### config.mk
export PLATFORM = sky130hd
export DESIGN_NAME = pipe_hazard_ctrl
export DESIGN_NICKNAME = d
export VERILOG_FILES = /design/src/rtl/pipe_hazard_ctrl.sv
export SDC_FILE = /design/constraint.sdc
export NUM_CORES = 1
export LEC_CHECK = 0
export ABC_AREA = 1
export CAP_MARGIN = 20
export CORE_UTILIZATION = 33
export DETAILED_ROUTE_END_ITERATION = 12
export PLACE_DENSITY = 0.77
export RECOVER_POWER = 50
export SYNTH_ARGS = -nofsm -noshare
export SYNTH_HDL_FRONTEND = slang
export SYNTH_SLANG_ARGS = --single-unit
### constraint.sdc
create_clock -name clk -period 1.3 [get_ports clk]
set_clock_uncertainty 0.1 [all_clocks]
set_input_delay 0.26 -clock clk [delete_from_list [all_inputs] [get_ports clk]]
set_output_delay 0.26 -clock clk [all_outputs]
set_load 0.05 [all_outputs]
### src/rtl/pipe_hazard_ctrl.sv
// pipe_hazard_ctrl
//   Hazard controller for the 5-stage CPU. It sits beside the pipeline and drives
//   every stage-register enable and the PC mux.
//   - It merges per-stage stall requests into a thermometer-coded stall bus.
//   - It sequences flushes that last several cycles and carry a redirect PC.
//   - It runs a stall watchdog with a sticky timeout flag.
//
// Parameters
//   NSTAGE    : width of the stall bus (bit0=PC, 1=IF, 2=ID, 3=EX, 4=MEM, 5=WB)
//   PC_W      : width of the redirect PC
//   FLUSH_CYC : number of cycles flush stays high for each event (>=1)
//   TIMEOUT   : number of consecutive stalled cycles before stall_timeout sets (0 = off)
//
// Ports
//   clk, rst       : clock (rising edge) and synchronous active-high reset
//   stallreq       : bit i set means stage i requests a hold of stages 0..i
//   flush_req      : single-cycle redirect request; flush_pc is sampled with it
//   stall          : combinational thermometer hold enables
//   flush, new_pc  : registered flush pulse and registered redirect PC
//   stall_timeout  : sticky watchdog flag, cleared only by rst
//   stall_cnt      : count of stalled cycles (perf build only)
//   flush_cnt      : count of flush events (perf build only)
//
// Configuration macro
//   PIPE_HAZARD_CTRL_PERF_EN enables the performance counters.
//   When it is undefined, stall_cnt and flush_cnt are tied to 0.
//
// Handshake: the controller has no valid/ready channel. A flush_req is always
//   accepted on the edge where it is high, in either FSM state. The latest
//   request wins.
module pipe_hazard_ctrl #(
  parameter int NSTAGE    = 6,
  parameter int PC_W      = 32,
  parameter int FLUSH_CYC = 1,
  parameter int TIMEOUT   = 64
) (
  input  logic              clk,
  input  logic              rst,
  input  logic [NSTAGE-1:0] stallreq,
  input  logic              flush_req,
  input  logic [PC_W-1:0]   flush_pc,
  output logic [NSTAGE-1:0] stall,
  output logic              flush,
  output logic [PC_W-1:0]   new_pc,
  output logic              stall_timeout,
  output logic [31:0]       stall_cnt,
  output logic [15:0]       flush_cnt
);

  localparam int CNT_W = (FLUSH_CYC > 1) ? $clog2(FLUSH_CYC) : 1;

  typedef enum logic {IDLE = 1'b0, FLUSH = 1'b1} state_t;

  state_t            state_q;
  logic              flush_q;
  logic [PC_W-1:0]   new_pc_q;
  logic [CNT_W-1:0]  cnt_q;
  logic [NSTAGE-1:0] therm;
  logic              seen;
  logic              stall_any;

  // Scanning from the top stage down, every stage at or below the highest
  // requester is held.
  always_comb begin
    therm = '0;
    seen  = 1'b0;
    for (int i = NSTAGE - 1; i >= 0; i--) begin
      seen     = seen | stallreq[i];
      therm[i] = seen;
    end
  end

  // A redirect in flight overrides holds; a held stage would otherwise keep
  // the wrong-path instruction that the flush is meant to kill.
  assign stall     = (rst || flush_req || (state_q == FLUSH)) ? '0 : therm;
  assign stall_any = |stall;

  always_ff @(posedge clk) begin
    if (rst) begin
      state_q  <= IDLE;
      flush_q  <= 1'b0;
      new_pc_q <= '0;
      cnt_q    <= '0;
    end else begin
      case (state_q)
        IDLE: begin
          if (flush_req) begin
            state_q  <= FLUSH;
            flush_q  <= 1'b1;
            new_pc_q <= flush_pc;
            cnt_q    <= CNT_W'(FLUSH_CYC - 1);
          end
        end
        FLUSH: begin
          if (flush_req) begin
            // Restart: the new target replaces the old one and the full
            // width begins again.
            new_pc_q <= flush_pc;
            cnt_q    <= CNT_W'(FLUSH_CYC - 1);
          end else if (cnt_q != '0) begin
            cnt_q <= cnt_q - 1'b1;
          end else begin
            state_q <= IDLE;
            flush_q <= 1'b0;
          end
        end
        default: begin
          state_q <= IDLE;
          flush_q <= 1'b0;
        end
      endcase
    end
  end

  assign flush  = flush_q;
  assign new_pc = new_pc_q;

  generate
    if (TIMEOUT == 0) begin : g_no_wd
      assign stall_timeout = 1'b0;
    end else begin : g_wd
      localparam int WD_W = $clog2(TIMEOUT + 1);
      logic [WD_W-1:0] wd_q;
      logic [WD_W-1:0] wd_d;
      logic            to_q;

      // The count saturates at TIMEOUT and clears on any cycle with no stall.
      always_comb begin
        wd_d = '0;
        if (stall_any) begin
          wd_d = (wd_q == WD_W'(TIMEOUT)) ? wd_q : wd_q + 1'b1;
        end
      end

      always_ff @(posedge clk) begin
        if (rst) begin
          wd_q <= '0;
          to_q <= 1'b0;
        end else begin
          wd_q <= wd_d;
          if (wd_d == WD_W'(TIMEOUT)) begin
            to_q <= 1'b1;
          end
        end
      end

      assign stall_timeout = to_q;
    end
  endgenerate

`ifdef PIPE_HAZARD_CTRL_PERF_EN
  logic [31:0] stall_cnt_q;
  logic [15:0] flush_cnt_q;

  // Both counters wrap naturally. Every flush_req starts or restarts a
  // flush, so each one counts as an event.
  always_ff @(posedge clk) begin
    if (rst) begin
      stall_cnt_q <= '0;
      flush_cnt_q <= '0;
    end else begin
      if (stall_any) stall_cnt_q <= stall_cnt_q + 32'd1;
      if (flush_req) flush_cnt_q <= flush_cnt_q + 16'd1;
    end
  end

  assign stall_cnt = stall_cnt_q;
  assign flush_cnt = flush_cnt_q;
`else
  assign stall_cnt = '0;
  assign flush_cnt = '0;
`endif

endmodule
==> flow_metrics.tcl <==
set metrics [dict create \
    end_kind "output port" \
    hold_buffers 0 \
    place_congestion 0.800 \
    setup_ws_ns -0.257 \
    clk_latency_ns 0.29 \
    synthesis.area_per_instance_um2 7.39 \
    netlist_area_um2 1990 \
    yosys_warnings 0 \
    nFillCells 482 \
    worstSetupPathType "flip-flop to output port" \
    hpwlAfterDp_um 3620 \
    seq_power_share 0.388 \
    yosysSeqAreaShare 0.423 \
    failed_checks "setup timing" \
    hold_violations 0 \
    area_growth_pct 69.3 \
    netSwitchingFraction 0.354 \
    ys_top_cells_by_area "dfxtp_1 (42%), buf_4 (18%), nand2_1 (15%)" \
    dieArea_um2 6340 \
    leakage_uw 0.00161 \
    slowest_delay_ns 0.34 \
    power.density_nw_per_um2 1090 \
    die_w_um 79.6 \
    yosysTopAreaCell "dfxtp_1" \
    finalCriticalPeriod_ns 1.56 \
    finalSetupViolations 20 \
    dp_slack_ns -0.535 \
    nets 412 \
    path_delay_family "simple AND/OR/NAND/NOR gates" \
    grt.total_usage 0.167 \
    fmax_mhz 642 \
    hp-class "input pin to flip-flop" \
    cts_tree "yes" \
    drt-wirelength-per-cell_um 11.8 \
    rsz0062_at_grt "true" \
    core-area_um2 5640 \
    grt_pass1_vias 1772 \
    power_switching_uw 1300 \
    required_ns 0.94 \
    grt_pass1_wl_um 8150 \
    clkTransAtPathRegs_ns 0.08 \
    place_area_um2 3210 \
    internal-power_uw 2370 \
    drt_iter0_drc 27 \
    critical_path_buf_inv_count 1 \
    globalRouteOverflowTotal 0 \
    antennaDiodeCount 0 \
    clock_power_share 0.278 \
    grt_max_degree 35 \
    arrival_ns 1.20 \
    status "complete, but fails checks" \
    clock_path_buffers 2 \
    synth_cell_types 22 \
    numCtsBuffers 5 \
    cp_max_fo 4 \
    antenna_found_initial 0 \
    period_share 1.20 \
    initial_core_util 0.352 \
    maxSlewViolCount 0 \
    cts_max_level 2 \
    final_util 0.596 \
    critPathSlowestCell "dfxtp_2" \
    drt_first_pass_iters 4 \
    via_per_inst 4.19 \
    vias 1850 \
    pin_count 129 \
    synth_top_cell_area_share 0.423 \
    detail-route-antenna-nets 0 \
    final_layout_size_suffix_gt1_frac 0.295 \
    vdd_drop_max_mv 0.780 \
    ys_ff_latch 42 \
    fin_area_um2 3360 \
    crit_chain "nor2_4 -> nand2_4 -> nand3_4 -> buf_12" \
    rows 27 \
    crit_path_start_kind "flip-flop" \
    power_frac_comb 0.333 \
    die_h_um 79.6 \
    cap_violations 0 \
    wl_um 5200 \
    synthCells 269 \
    root_buffer "clkbuf_8" \
    clock_sinks 42 \
    port_buffers 80 \
    drcViolationCount 0 \
]
## cells in the mapped netlist
library cell,number
nand3b_1,1
nand2_1,82
nor2_2,3
xnor2_1,1
buf_4,48
conb_1,1
xor2_1,2
nand4_1,2
buf_1,1
nor2_1,16
a21oi_1,1
nand3_1,38
nand2_2,1
inv_2,3
ha_1,2
inv_1,13
clkbuf_1,5
buf_2,3
nor3_1,1
dfxtp_1,42
o21ai_0,2
nand3_2,1
## kinds of logic after synthesis
logic type,synth area share
AO/OA/AOI/OAI,0.00755
XOR/XNOR,0.0132
adder cells (fa/ha/maj),0.0126
buffers and inverters,0.230
flip-flops,0.423
other,0.00189
AND/OR/NAND/NOR,0.311
## sequential cells by signal (all words and copies together), names as in the netlist
signal,count
flush,1
g_wd.wd_q,7
new_pc,32
stall_timeout,1
state_q,1
## placed cells by master, fill, tap and decap left out, types with 2 or more instances in the layout
cell / Yosys / final
nand2_1: 82 / 74
conb_1: 1 / 48
dfxtp_1: 42 / 38
nand3_1: 38 / 35
clkdlybuf4s50_1: 0 / 34
buf_12: 0 / 27
clkbuf_4: 0 / 16
buf_4: 48 / 15
nor2_1: 16 / 10
inv_1: 13 / 8
nor2_4: 0 / 8
nand2_2: 1 / 7
clkbuf_8: 0 / 5
inv_4: 0 / 4
inv_2: 3 / 3
nand3_2: 1 / 3
dlygate4sd2_1: 0 / 3
nand2_4: 0 / 2
clkinvlp_4: 0 / 2
o21ai_0: 2 / 2
nand4_1: 2 / 2
xor2_2: 0 / 2
ha_4: 0 / 2
clkbuf_1: 5 / 2
dfxtp_4: 0 / 2
dfxtp_2: 0 / 2
clkdlybuf4s15_1: 0 / 2
buf_6: 0 / 2
## area by class of cell
class                      count  area (µm²)  share of cell area
sequential                    42         851               0.253
inverter                      16        73.8              0.0219
tap                           72        90.1              0.0268
clock buffer                   6        72.6              0.0216
timing repair buffer         103        1220               0.363
multi-input combinational    201        1020               0.302
clock inverter                 2        37.5              0.0112
## final timing paths
path / to / startpoint / slack, ns / depth (start not counted)
max: stall[0] / state_q / -0.26 / 4
min: flush / flush_req / 0.27 / 4
max reg2reg: stall_timeout / g_wd.wd_q[0] / -0.07 / 8
min reg2reg: stall_timeout / stall_timeout / 0.35 / 2
## stage by stage
step                power [µW]  hold WS [ns]  cells  setup TNS (ns)
floorplan                 2240         0.263    316          -0.607
global placement          2640         0.335    426          -14.93
detailed placement        2660         0.359    426          -15.69
CTS                       3750         0.347    442           -6.00
global route              3840         0.277    442           -4.37
finish                    3660         0.269    442           -1.95
## power by group through the flow
stage,clock network [µW],registers (µW),logic (µW)
final,1020,1420,1220
after CTS,1060,1440,1250
after global placement,0,1450,1190
after floorplan,0,1630,602
after global routing,1120,1430,1280
after detailed placement,0,1460,1200
## metal layers
| layer | part of all wire | GRT usage |
|---|---|---|
| met5 | 0 | 0 |
| met4 | 0.014 | 0.0509 |
| met3 | 0.082 | 0.0629 |
| met2 | 0.53 | 0.303 |
| met1 | 0.37 | 0.176 |
## tightest hold or removal path: stages
cell and delay, ns:
clkbuf_1 0.10, buf_4 0.14, nand2_1 0.06, a21oi_1 0.06
## what timing repair did
item                                    4_1_cts  5_1_grt
endpoints found under the setup margin       17       45
setup buffers                                 8        1
gates cloned                                  0        2
resized for setup                            38       17
pin swaps                                    20       18
No activity file was read; power rests on OpenSTA's default activity.
